`src/rtl/mc_controller_v2.sv`:
```
// Multicycle RV32I control FSM: FETCH/DECODE/EXECUTE/MEM/WB sequencing with
// settle counter, mem_ready handshake + timeout, single-cycle commit strobes
// and an illegal-opcode / bus-timeout trap state.
module mc_controller_v2 #(
    parameter int SETTLE_CYCLES = 3,
    parameter int MEM_TIMEOUT   = 15,
    parameter int CNT_W         = 4
) (
    input  logic       clk,
    input  logic       reset,
    input  logic [6:0] op,
    input  logic [2:0] funct3,
    input  logic       zero,
    input  logic       alu_lsb,
    input  logic       mem_ready,
    input  logic       trap_ack,
    output logic       mem_req,
    output logic       mem_write,
    output logic [1:0] mem_size,
    output logic       mem_unsigned,
    output logic       adr_src,
    output logic       ir_write,
    output logic       pc_write,
    output logic       pc_src,
    output logic       reg_write,
    output logic [1:0] result_src,
    output logic [1:0] alu_src_a,
    output logic [1:0] alu_src_b,
    output logic [2:0] imm_src,
    output logic [1:0] alu_op,
    output logic       trap,
    output logic [1:0] trap_cause,
    output logic [3:0] state_dbg
);
    typedef enum logic [3:0] {
        FETCH = 4'd0, DECODE = 4'd1, MEMADR = 4'd2, MEMREAD = 4'd3,
        MEMWB = 4'd4, MEMWRITE = 4'd5, EXECR = 4'd6, EXECI = 4'd7,
        ALUWB = 4'd8, BRANCH = 4'd9, JAL = 4'd10, EXECU = 4'd11, TRAP = 4'd12
    } state_t;

    localparam logic [6:0] OP_LOAD  = 7'b0000011;
    localparam logic [6:0] OP_STORE = 7'b0100011;
    localparam logic [6:0] OP_R     = 7'b0110011;
    localparam logic [6:0] OP_IMM   = 7'b0010011;
    localparam logic [6:0] OP_JALR  = 7'b1100111;
    localparam logic [6:0] OP_LUI   = 7'b0110111;
    localparam logic [6:0] OP_AUIPC = 7'b0010111;
    localparam logic [6:0] OP_JAL   = 7'b1101111;
    localparam logic [6:0] OP_BR    = 7'b1100011;

    state_t           state, state_n;
    logic [CNT_W-1:0] cnt;
    logic [1:0]       cause_n;
    logic             is_mem, commit, timeout, taken, cnt_clr;

    // Commit/timeout qualification; strobes are suppressed while reset is held
    always_comb begin
        is_mem  = (state == FETCH) || (state == MEMREAD) || (state == MEMWRITE);
        if (is_mem)
            commit = mem_ready;
        else
            commit = (state != TRAP) && (cnt == CNT_W'(SETTLE_CYCLES - 1));
        commit  = commit && !reset;
        timeout = is_mem && !mem_ready && (cnt == CNT_W'(MEM_TIMEOUT - 1));
        cnt_clr = commit || timeout || (state == TRAP);
        case (funct3)
            3'b000:         taken = zero;
            3'b001:         taken = ~zero;
            3'b100, 3'b110: taken = alu_lsb;
            3'b101, 3'b111: taken = ~alu_lsb;
            default:        taken = 1'b0;
        endcase
    end

    // State, dwell counter and latched trap cause
    always_ff @(posedge clk or posedge reset) begin
        if (reset) begin
            state      <= FETCH;
            cnt        <= '0;
            trap_cause <= 2'b00;
        end else begin
            state      <= state_n;
            trap_cause <= cause_n;
            cnt        <= cnt_clr ? '0 : cnt + 1'b1;
        end
    end

    // Next-state and datapath control decode
    always_comb begin
        state_n      = state;
        cause_n      = trap_cause;
        mem_req      = is_mem && !reset;
        mem_write    = 1'b0;
        mem_size     = 2'b10;
        mem_unsigned = 1'b0;
        adr_src      = 1'b0;
        ir_write     = 1'b0;
        pc_write     = 1'b0;
        pc_src       = 1'b0;
        reg_write    = 1'b0;
        result_src   = 2'b00;
        alu_src_a    = 2'b00;
        alu_src_b    = 2'b00;
        imm_src      = 3'b000;
        alu_op       = 2'b00;
        trap         = 1'b0;
        state_dbg    = state;
        if (timeout) begin
            state_n = TRAP;
            cause_n = 2'b10;
        end
        case (state)
            FETCH: begin
                alu_src_b  = 2'b10;
                result_src = 2'b10;
                ir_write   = commit;
                pc_write   = commit;
                if (commit) state_n = DECODE;
            end
            DECODE: begin
                alu_src_a = (op == OP_JAL || op == OP_BR) ? 2'b01 : 2'b10;
                alu_src_b = 2'b01;
                case (op)
                    OP_STORE:          imm_src = 3'b001;
                    OP_BR:             imm_src = 3'b010;
                    OP_LUI, OP_AUIPC:  imm_src = 3'b011;
                    OP_JAL:            imm_src = 3'b100;
                    default:           imm_src = 3'b000;
                endcase
                if (commit) begin
                    case (op)
                        OP_LOAD, OP_STORE: state_n = MEMADR;
                        OP_R:              state_n = EXECR;
                        OP_IMM, OP_JALR:   state_n = EXECI;
                        OP_LUI, OP_AUIPC:  state_n = EXECU;
                        OP_JAL:            state_n = JAL;
                        OP_BR:             state_n = BRANCH;
                        default: begin
                            state_n = TRAP;
                            cause_n = 2'b01;
                        end
                    endcase
                end
            end
            MEMADR: begin
                alu_src_a = 2'b10;
                alu_src_b = 2'b01;
                imm_src   = (op == OP_STORE) ? 3'b001 : 3'b000;
                if (commit) state_n = (op == OP_STORE) ? MEMWRITE : MEMREAD;
            end
            MEMREAD, MEMWRITE: begin
                adr_src      = 1'b1;
                mem_size     = funct3[1:0];
                mem_unsigned = funct3[2];
                mem_write    = (state == MEMWRITE) && commit;
                if (commit) state_n = (state == MEMREAD) ? MEMWB : FETCH;
            end
            MEMWB: begin
                result_src = 2'b01;
                reg_write  = commit;
                if (commit) state_n = FETCH;
            end
            EXECR: begin
                alu_src_a = 2'b10;
                alu_op    = 2'b10;
                if (commit) state_n = ALUWB;
            end
            EXECI: begin
                alu_src_a = 2'b10;
                alu_src_b = 2'b01;
                alu_op    = 2'b10;
                imm_src   = (funct3 == 3'b001 || funct3 == 3'b101) ? 3'b101 : 3'b000;
                if (commit) state_n = ALUWB;
            end
            EXECU: begin
                alu_src_a = (op == OP_LUI) ? 2'b11 : 2'b01;
                alu_src_b = 2'b01;
                imm_src   = 3'b011;
                if (commit) state_n = ALUWB;
            end
            JAL: begin
                alu_src_a = 2'b01;
                alu_src_b = 2'b01;
                imm_src   = 3'b100;
                pc_src    = 1'b1;
                pc_write  = commit;
                if (commit) state_n = ALUWB;
            end
            ALUWB: begin
                result_src = (op == OP_JAL || op == OP_JALR) ? 2'b11 : 2'b00;
                reg_write  = commit;
                if (commit) state_n = FETCH;
            end
            BRANCH: begin
                alu_src_a = 2'b10;
                alu_op    = 2'b11;
                pc_src    = taken;
                pc_write  = commit && taken;
                if (commit) state_n = FETCH;
            end
            TRAP: begin
                trap = 1'b1;
                if (trap_ack) begin
                    state_n = FETCH;
                    cause_n = 2'b00;
                end
            end
            default: begin
                state_n = FETCH;
                cause_n = 2'b00;
            end
        endcase
    end
endmodule
```
`config.mk`:
```
export PLATFORM = sky130hd
export DESIGN_NAME = mc_controller_v2
export DESIGN_NICKNAME = d
export VERILOG_FILES = /design/src/rtl/mc_controller_v2.sv
export SDC_FILE = /design/constraint.sdc
export NUM_CORES = 1
export LEC_CHECK = 0
export ABC_AREA = 1
export BUFFER_PORTS_ARGS = -buffer_cell sky130_fd_sc_hd__buf_2
export CORE_MARGIN = 3
export CORE_UTILIZATION = 25
export DETAILED_ROUTE_END_ITERATION = 8
export PLACE_DENSITY = 0.54
export SETUP_SLACK_MARGIN = 0.02
export SLEW_MARGIN = 25
export SYNTH_ARGS = -nofsm -noshare
export SYNTH_HDL_FRONTEND = slang
export SYNTH_SLANG_ARGS = --single-unit
```
`constraint.sdc`:
```
create_clock -name clk -period 3.5 [get_ports clk]
set_input_delay 1.05 -clock clk [delete_from_list [all_inputs] [get_ports clk]]
set_output_delay 1.05 -clock clk [all_outputs]
set_load 0.02 [all_outputs]
```
* Yosys cells after proc, flatten, opt, wreduce, memory -nomap -nowiden
Index checks and enable logic that the tools add are counted.
Storage, ports and cells: bits of input ports 16, output and inout port bits 28, flip-flop bits (word level) 10, logic and storage cells 108
Operators by class: add/sub/neg operators 1, bitwise operators 2, mux-type cells 40, reduce and logical (&&, ||, !) cells 33, eq/ne operators 29
Operator list (count):
- 4-bit two-way mux | 9
- 4-bit case mux with 7 select lines | 1
- 4-bit == test (second input constant) | 6
- 4-bit case mux with 6 select lines | 1
- 7-bit by 6-bit == test with 1-bit output (second input constant) | 3
- 7-bit == test (second input constant) | 3
- 2-bit OR reduction | 9
- 4-bit by 3-bit == test with 1-bit output (second input constant) | 4
- 2-bit two-way mux | 8
- 3-bit case mux with 5 select lines | 1
- 7-bit by 5-bit == test with 1-bit output (second input constant) | 2
- 3-bit == test (second input constant) | 4
- 4-bit by 2-bit == test with 1-bit output (second input constant) | 3
- 2-bit case mux with 3 select lines | 2
- 3-bit case mux with 4 select lines | 1
- 11-bit OR reduction | 1
- 3-bit two-way mux | 3
- 9-bit OR reduction | 1
- 1-bit two-way mux | 8
- 2-bit case mux with 2 select lines | 2
- 2-bit case mux with 4 select lines | 1
- 4-bit OR reduction | 2
- 7-bit by 2-bit == test with 1-bit output (second input constant) | 1
- 1-bit logical AND | 7
- 13 further kinds | 22

* Logic depth before layout (Yosys ltp)
Gate-level depths: netlist (run 1).
depth after elaboration 9, gate-level depth with buffers 12, depth with buffers taken out 11

* Least setup slack after synthesis (run 1)
OpenSTA, ideal clock, no wires.
path kind input port to output port, from input port reset, to output port pc_write, path buffers 1, path slack 0.380 ns, stages on the path 4, arrival time 2.070 ns, cells stage by stage inv_1 -> nand3_2 -> buf_6 -> o21ai_0
Between the ends: cells in the longest elaborated chain, start to end 4
RTL lines:
- from (decl) | line 10 | input logic reset,
- 1-bit zero test * | line 63 | commit = commit && !reset;
- 1-bit logical AND * | line 63
- 1-bit logical AND | line 198 | pc_write = commit && taken;
- 1-bit case mux with 2 select lines * | line 112 | case (state)
- to (decl) | line 23 | output logic pc_write,
Every way passes the cells marked *; elsewhere a longest branch is shown, timed or not.

* Worst setup path after layout (run 1)
from input port op[3], to output port imm_src[0]
Between the ends: cells in the longest elaborated chain, start to end 4
RTL lines:
- from (decl) | line 11 | input logic [6:0] op,
- 7-bit by 6-bit == test with 1-bit output / 7-bit by 5-bit == test with 1-bit output (equally long branches) | line 123 | case (op)
- 2-bit OR reduction | line 123
- 3-bit case mux with 4 select lines | line 123
- 3-bit case mux with 5 select lines * | line 112
- to (decl) | line 29 | output logic [2:0] imm_src,
Marks and branches as above.

==> results.yml, run 1 <==
timing:
  final.min_clock_period_ns: 3.21
  tightest_slew_ns: 0.410
  slew_headroom_pct: 72.4
  finalCritPeriodShare_pct: 91.6
  hold_violations: 0
  finalSetupViolCount: 0
  fmax_mhz: 312
  report.final.slew_viol_count: 0
  rsz0062_at_grt: "no"
  skew_ns: 0.00816
  finalWorstSetupSlack_ns: 0.293
  setup-tns-final_ns: 0
floorplanning:
  die_w_um: 73.3
  coreArea_mm2: 0.00417
  initial_core_util_pct: 27.1
  dieArea_mm2: 0.00537
  io_pins: 44
  die_h_um: 73.3
  rows: 23
placed_design:
  dp_slack_ns: 0.271
  portBuffers: 43
  place_hpwl_um: 2730
  gp_congestion: 0.831
pwr:
  p_per_area_mw_per_mm2: 729
  power_frac_comb_pct: 65.9
  p_clk_share_pct: 14.1
  p_int_mw: 0.493
  p_leak_nw: 0.894
  p_switching_mw: 0.575
  p_seq_share_pct: 20.0
  max-vdd-ir-drop_v: 0.000341
  power.share.switching_pct: 53.8
synth:
  synth_most_common_cell: "nand2_1"
  synth-edff-count: 0
  synth_cell_types: 25
  syn_inst: 196
  yosysSeqAreaShare_pct: 22.1
  synth_top_area_share_pct: 22.1
  synthFlopType: "dfrtp_1"
  postSynth.asyncResetShare_pct: 100
  netlist_area_mm2: 0.00113
  synth_area_leaders: "dfrtp_1 (22%), nand2_1 (13%), inv_1 (13%), nor2_1 (11%), o21ai_0 (6.6%)"
  synth_area_leader_cell: "dfrtp_1"
  yosys_warnings: 0
  netlist_top_cells_count: "nand2_1 (40), inv_1 (39), nor2_1 (33), o21ai_0 (15)"
  synth.avg_cell_area_um2: 5.77
  synth.net_count: 214
  ys_ff_latch: 10
setup_path:
  crit_chain: "buf_2 -> nor2_1 -> nand2_1 -> nor4_1 -> nand2_1 -> nand3_1 -> buf_2"
  cp.required_ns: 2.45
  crit_family: "simple AND/OR/NAND/NOR gates"
  end_kind: "output port"
  arrival_ns: 2.16
  cp_slowest_cell: "nor4_1"
  cp_slowest_stage_delay_ns: 0.34
  crit_fanout: 6
  criticalPathCategory: "primary input to output port"
  cp-start-kind: "primary input"
  crit_buf_inv: 2
clock_tree:
  clock_path_buffers: 2
  cts_tree: "yes"
  insertion_delay_ns: 0.24
  numCtsBuffers: 3
  cts.repair.resized: 0
  clock_sinks: 10
  postCtsSetupBuffers: 0
  clk_pin_slew_ns: 0.05
  cts_root_buf: "clkbuf_8"
  cts.htree.levels: 1
  cts_hold_buf: 0
global_routing:
  grt-ovfl-total: 0
  grt_pass1_vias: 1209
  grt_pass1_wl_um: 5380
  grt_max_degree: 11
  antenna_found_initial: 0
  grtUsageTotal_pct: 12.6
detailed_routing:
  drt_pass1_iterations: 4
  wl_per_cell_um: 11.4
  drt_iter0_drc: 42
  vias: 1348
  routed_via_density: 4.59
  drc: 0
  ant_nets: 0
  drt-total-wl_um: 3340
final_layout:
  fillers: 473
  nets: 263
  area_growth_pct: 29.4
  seq_area_um2: 250
  diodes: 0
  drive_gt1_share_pct: 28.7
  multiInputGateArea_um2: 697
status:
  status: "finished, final reports clean"
flow_run:
  drv_cap: 0
hold_path:
  hp-class: "register to register"
==> area by class of cell <==
| cell class | count | area share, % |
|---|---|---|
| Sequential cell | 10 | 17.1 |
| Timing Repair Buffer | 46 | 16.2 |
| Multi-Input combinational cell | 141 | 47.6 |
| Inverter | 43 | 11.0 |
| Tap cell | 50 | 4.27 |
| Clock buffer | 4 | 3.76 |
==> placed cells by master, fill, tap and decap left out, types with 3 or more instances in the layout <==
cell      instances
a21oi_1           6
nand2_1          40
o21ai_0          15
buf_2            43
nor3_1            4
nor2_2            6
nor2_1           33
nand3_1          10
nand2_2           3
inv_1            39
nand3_2           4
nand4_1           5
buf_4             3
clkbuf_8          4
inv_2             4
dfrtp_1          10
==> routing by layer <==
layer	global-route usage, %	wire, µm	vias up
met4	2.46	22	0
met5	0	0	-
met2	19.5	1460	46
met1	17.9	1660	588
met3	2.74	196	4
li1	-	-	710
==> logic make-up (layout without fill, tap and decap cells) <==
kind of cell	after synthesis	in the layout	synth area share [%]
DFF	10	10	22.1
adders and majority gates	2	2	2.21
and+or+nand+nor	109	109	43.9
buffers and inverters	45	93	16.3
AOI/OAI and AO/OA	27	27	13.2
xor gates and xnor gates	3	3	2.32
==> power by group through the flow <==
stage / registers, mW / clock network, mW / logic, mW
6_report: 0.213 / 0.150 / 0.704
5_1_grt: 0.222 / 0.159 / 0.787
4_1_cts: 0.214 / 0.152 / 0.710
3_5_place_dp: 0.214 / 0 / 0.703
3_3_place_gp: 0.215 / 0 / 0.710
2_1_floorplan: 0.227 / 0 / 0.494
==> state kept, by name, indices dropped and copies added, names as in the netlist <==
signal,count
cnt,4
state_dbg,4
trap_cause,2
==> path summary, 6_finish.rpt <==
check,startpoint,to,slack [ns],cells past startpoint
hold reg to reg,cnt[0],cnt[0],0.49,1
min in group asynchronous,reset,state_dbg[0],0.83,3
max in group asynchronous,reset,cnt[2],2.52,3
setup reg to reg,state_dbg[1],state_dbg[2],1.73,10
setup / recovery,op[3],imm_src[0],0.29,7
hold / removal,cnt[0],cnt[0],0.49,1
==> stage by stage <==
step | utilization, % | hold slack [ns] | std cells | power, mW | area (µm²)
2_1_floorplan | - | 0.454 | 196 | 0.721 | 1130
3_3_place_gp | 33.8 | 0.485 | 290 | 0.925 | 1410
3_5_place_dp | 33.8 | 0.490 | 290 | 0.917 | 1410
4_1_cts | 35.1 | 0.496 | 294 | 1.08 | 1460
5_1_grt | 35.1 | 0.513 | 294 | 1.17 | 1460
6_report | 35.1 | 0.488 | 294 | 1.07 | 1460
Note: power is estimated with default switching activity, not from simulation.
==> inputs of run 2 (changes only) <==
--- a/config.mk
+++ b/config.mk
@@ -10,6 +10,7 @@
 export CORE_MARGIN = 3
 export CORE_UTILIZATION = 25
 export DETAILED_ROUTE_END_ITERATION = 8
+export MAX_ROUTING_LAYER = met4
 export PLACE_DENSITY = 0.54
 export SETUP_SLACK_MARGIN = 0.02
 export SLEW_MARGIN = 25
==> run 2 against run 1 <==
Effect of this change:
- die area unchanged
- critical path depth unchanged
- routed wire length fell by 0.12%
- clock-buffer cell count did not move
- final cell count unchanged
- cell area is the same
- utilization unchanged
- clock skew about the same
- fmax about the same
==> results.yml, run 2 (same netlist as run 1, synthesis figures left out) <==
final_layout:
  diodes: 0
  instances_no_fill: 294
  fillers: 473
  drive_gt1_share_pct: 28.7
  area_growth_pct: 29.4
  nets: 263
  final_common_cell: "buf_2"
  final_cell_mix: "buf_2 (43), nand2_1 (40), inv_1 (39), nor2_1 (33), o21ai_0 (15)"
  stdcell_area_mm2: 0.00146
setup_path:
  cp_slowest_cell: "nor4_1"
  cp_slowest_stage_delay_ns: 0.34
  cp.required_ns: 2.45
  criticalPathCategory: "primary input to output port"
  crit_fanout: 6
  arrival_ns: 2.16
  crit_family: "simple AND/OR/NAND/NOR gates"
  crit_chain: "buf_2 -> nor2_1 -> nand2_1 -> nor4_1 -> nand2_1 -> nand3_1 -> buf_2"
  end_kind: "output port"
  cp-start-kind: "primary input"
  crit_buf_inv: 2
flow_run:
  drv_cap: 0
timing:
  fmax_mhz: 312
  finalCritPeriodShare_pct: 91.6
  slew_headroom_pct: 72.4
  skew_ns: 0.00813
  hold_violations: 0
  finalSetupViolCount: 0
  holdWs_ns: 0.488
  tightest_slew_ns: 0.410
  rsz0062_at_grt: "no"
  final.min_clock_period_ns: 3.21
  report.final.slew_viol_count: 0
  setup-tns-final_ns: 0
clock_tree:
  cts_tree: "yes"
  clk_pin_slew_ns: 0.05
  numCtsBuffers: 3
  insertion_delay_ns: 0.24
  cts.htree.levels: 1
  cts.repair.resized: 0
  clock_path_buffers: 2
  clock_sinks: 10
  cts_hold_buf: 0
  cts_root_buf: "clkbuf_8"
  postCtsSetupBuffers: 0
global_routing:
  grt_pass1_wl_um: 5380
  grt_pass1_vias: 1210
  grt-ovfl-total: 0
  grtUsageTotal_pct: 12.9
  grt_max_degree: 11
  antenna_found_initial: 0
floorplanning:
  coreArea_mm2: 0.00417
  rows: 23
  io_pins: 44
  die_h_um: 73.3
  initial_core_util_pct: 27.1
  die_w_um: 73.3
  dieArea_mm2: 0.00537
detailed_routing:
  routed_via_density: 4.59
  drc: 0
  drt-total-wl_um: 3330
  vias: 1348
  wl_per_cell_um: 11.3
  drt_iter0_drc: 42
  ant_nets: 0
  drt_pass1_iterations: 4
pwr:
  p_per_area_mw_per_mm2: 729
  max-vdd-ir-drop_v: 0.000341
  power_mw: 1.07
  p_leak_nw: 0.894
placed_design:
  place_hpwl_um: 2730
  dp.cells: 290
  gp_congestion: 0.844
  portBuffers: 43
  placed_area_mm2: 0.00141
status:
  status: "finished, final reports clean"
hold_path:
  hp-class: "register to register"
[run 2: cell counts in the layout (fill, tap and decap cells not counted)]
No cell type changed its count.
[run 2: cell type report]
class | count | area, µm² | share of cell area [%]
sequential | 10 | 250 | 17.1
tap | 50 | 62.6 | 4.27
clock buffer | 4 | 55.1 | 3.76
timing repair buffer | 46 | 238 | 16.2
inverter | 43 | 161 | 11.0
multi-input combinational | 141 | 697 | 47.6
[run 2: stage by stage]
| stage | utilization (%) | worst slack (ns) |
|---|---|---|
| 6_report | 35.1 | 0.293 |
| 5_1_grt | 35.1 | 0.0942 |
| 4_1_cts | 35.1 | 0.270 |
| 3_5_place_dp | 33.8 | 0.271 |
| 3_3_place_gp | 33.8 | 0.335 |
| 2_1_floorplan | - | 0.380 |
[run 2: final timing paths]
path	start	to	slack, ns	cells after the start
max	op[3]	imm_src[0]	0.29	7
min	cnt[0]	cnt[0]	0.49	1
max reg2reg	state_dbg[1]	state_dbg[2]	1.73	10
min reg2reg	cnt[0]	cnt[0]	0.49	1
max in group asynchronous	reset	cnt[2]	2.52	3
min in group asynchronous	reset	state_dbg[0]	0.83	3
[run 2: where the power goes]
| group | internal, mW | total (mW) | switching, mW |
|---|---|---|---|
| Sequential | 0.159 | 0.213 | 0.0541 |
| Clock | 0.0992 | 0.150 | 0.0508 |
| Combinational | 0.234 | 0.704 | 0.470 |
| Total | 0.493 | 1.07 | 0.575 |
[run 2: layer usage]
layer  vias to the layer above  share of wire (%)  global-route usage [%]
met2                        46                 44                    19.5
met1                       588                 50                    18.1
met5                         -                  0                       -
met4                         0               0.66                    2.46
met3                         4                5.4                    2.46
li1                        710                  -                       -
==> inputs of run 3 (changes only) <==
--- a/config.mk
+++ b/config.mk
@@ -8,10 +8,10 @@
 export ABC_AREA = 1
 export BUFFER_PORTS_ARGS = -buffer_cell sky130_fd_sc_hd__buf_2
 export CORE_MARGIN = 3
-export CORE_UTILIZATION = 25
+export CORE_UTILIZATION = 52
 export DETAILED_ROUTE_END_ITERATION = 8
 export MAX_ROUTING_LAYER = met4
-export PLACE_DENSITY = 0.54
+export PLACE_DENSITY = 0.91
 export SETUP_SLACK_MARGIN = 0.02
 export SLEW_MARGIN = 25
 export SYNTH_ARGS = -nofsm -noshare
==> constraint.sdc (replaced) <==
create_clock -name clk -period 3.87 [get_ports clk]
set_input_delay 1.161 -clock clk [delete_from_list [all_inputs] [get_ports clk]]
set_output_delay 1.161 -clock clk [all_outputs]
set_load 0.02 [all_outputs]
==> run 3 against run 2 <==
Effect of this change:
- die area fell by 48%
- critical path type unchanged
- critical path depth did not move
- worst setup slack improved by 0.18 ns
- clock-buffer cell count did not move
==> results.yml, run 3 (same netlist as run 1, synthesis figures left out) <==
pwr:
  p_leak_nw: 0.881
  power_mw: 0.924
  max-vdd-ir-drop_v: 0.000408
  p_per_area_mw_per_mm2: 656
hold_path:
  worstHoldStart: "cnt[0]"
  hp-class: "register to register"
  holdPathEnd: "cnt[0]"
  hold_path_depth: 1
detailed_routing:
  drt_iter0_drc: 64
  wl_per_cell_um: 11.6
  drt-total-wl_um: 3120
  routed_via_density: 5.17
  ant_nets: 0
  drt_pass1_iterations: 4
  vias: 1395
  drc: 0
final_layout:
  fin_util_pct: 70.4
  final_cell_mix: "buf_2 (43), nand2_1 (40), inv_1 (39), nor2_1 (33), o21ai_0 (15)"
  drive_gt1_share_pct: 28.4
  diodes: 0
  area_growth_pct: 24.6
  final_common_cell: "buf_2"
  nets: 262
timing:
  holdWs_ns: 0.514
  final.min_clock_period_ns: 3.40
  fmax_mhz: 294
  rsz0062_at_grt: "no"
  finalSetupViolCount: 0
  skew_ns: 0.00551
  tightest_slew_ns: 0.393
  hold_violations: 0
  setup-tns-final_ns: 0
  report.final.slew_viol_count: 0
  slew_headroom_pct: 73.5
  finalCritPeriodShare_pct: 87.8
global_routing:
  use_met3_pct: 5.70
  grt_pass1_wl_um: 5120
  antenna_found_initial: 0
  top_usage_layer: "met2"
  use_met1_pct: 32.8
  grt_max_degree: 11
  met2_usage_pct: 38.6
  grtUsageTotal_pct: 25.1
  grt-ovfl-total: 0
  grt_pass1_vias: 1236
placed_design:
  portBuffers: 43
  place_hpwl_um: 2590
  gp_congestion: 0.959
floorplanning:
  initial_core_util_pct: 56.5
  die_w_um: 52.6
  io_pins: 44
  coreArea_mm2: 0.00200
  dieArea_mm2: 0.00277
  die_h_um: 52.6
  rows: 16
clock_tree:
  clk_pin_slew_ns: 0.06
  cts_tree: "yes"
  cts_hold_buf: 0
  numCtsBuffers: 3
  insertion_delay_ns: 0.28
  cts_root_buf: "clkbuf_4"
  postCtsSetupBuffers: 0
  cts.htree.levels: 1
  clock_sinks: 10
  clock_path_buffers: 2
  cts.repair.resized: 0
setup_path:
  timing.rr.end: "state_dbg[2]"
  r2r_start: "state_dbg[2]"
  cp.required_ns: 2.71
  arrival_ns: 2.24
  criticalPathCategory: "primary input to output port"
  end_kind: "output port"
  cp-start-kind: "primary input"
  crit_fanout: 6
  r2r_slack_ns: 2.10
  r2r_cells: 10
flow_run:
  drv_cap: 0
status:
  status: "finished, final reports clean"
run 3: changes by cell type in the layout (fill, tap and decap cells not counted), sizes merged:
cell  change
buf       -1
run 3: critical path, stage by stage:
cell	delay (ns)
buf_2	0.11
nor2_1	0.09
nand2_1	0.13
nor4_1	0.32
nand2_1	0.15
nand3_1	0.11
buf_2	0.16
run 3: how the worst max path moves through the flow:
stage                     startpoint         end  slack, ns  depth (start not counted)
after global placement         op[3]  imm_src[0]       0.51                          7
after global routing           op[0]  imm_src[0]       0.33                          8
final                          op[3]  imm_src[0]       0.47                          7
after CTS                      op[3]  imm_src[0]       0.46                          7
after floorplan                reset    pc_write       0.53                          4
after detailed placement       op[3]  imm_src[0]       0.47                          7
run 3: cell type report:
class | instances | area (µm²)
Multi-Input combinational cell | 141 | 697
Fill cell | 188 | 593
Timing Repair Buffer | 45 | 230
Inverter | 43 | 161
Clock buffer | 4 | 36.3
Sequential cell | 10 | 250
Tap cell | 27 | 33.8
run 3: stage by stage:
stage	setup slack (ns)	instances	cell area, µm²
final	0.471	270	1410
after global routing	0.329	270	1410
after global placement	0.510	266	1370
after detailed placement	0.470	266	1370
after floorplan	0.528	196	1130
after CTS	0.465	270	1410
run 3: report_power, final:
group	internal, mW	switching [mW]
combinational	0.203	0.429
clock	0.0574	0.0411
sequential	0.144	0.0491
total	0.405	0.519
run 3: per-layer routing:
metal  share of wire, %  routed length (µm)
met1                 40                1250
met2                 48                1480
met3                 11                 335
met4                1.5                  48
met5                  0                   0
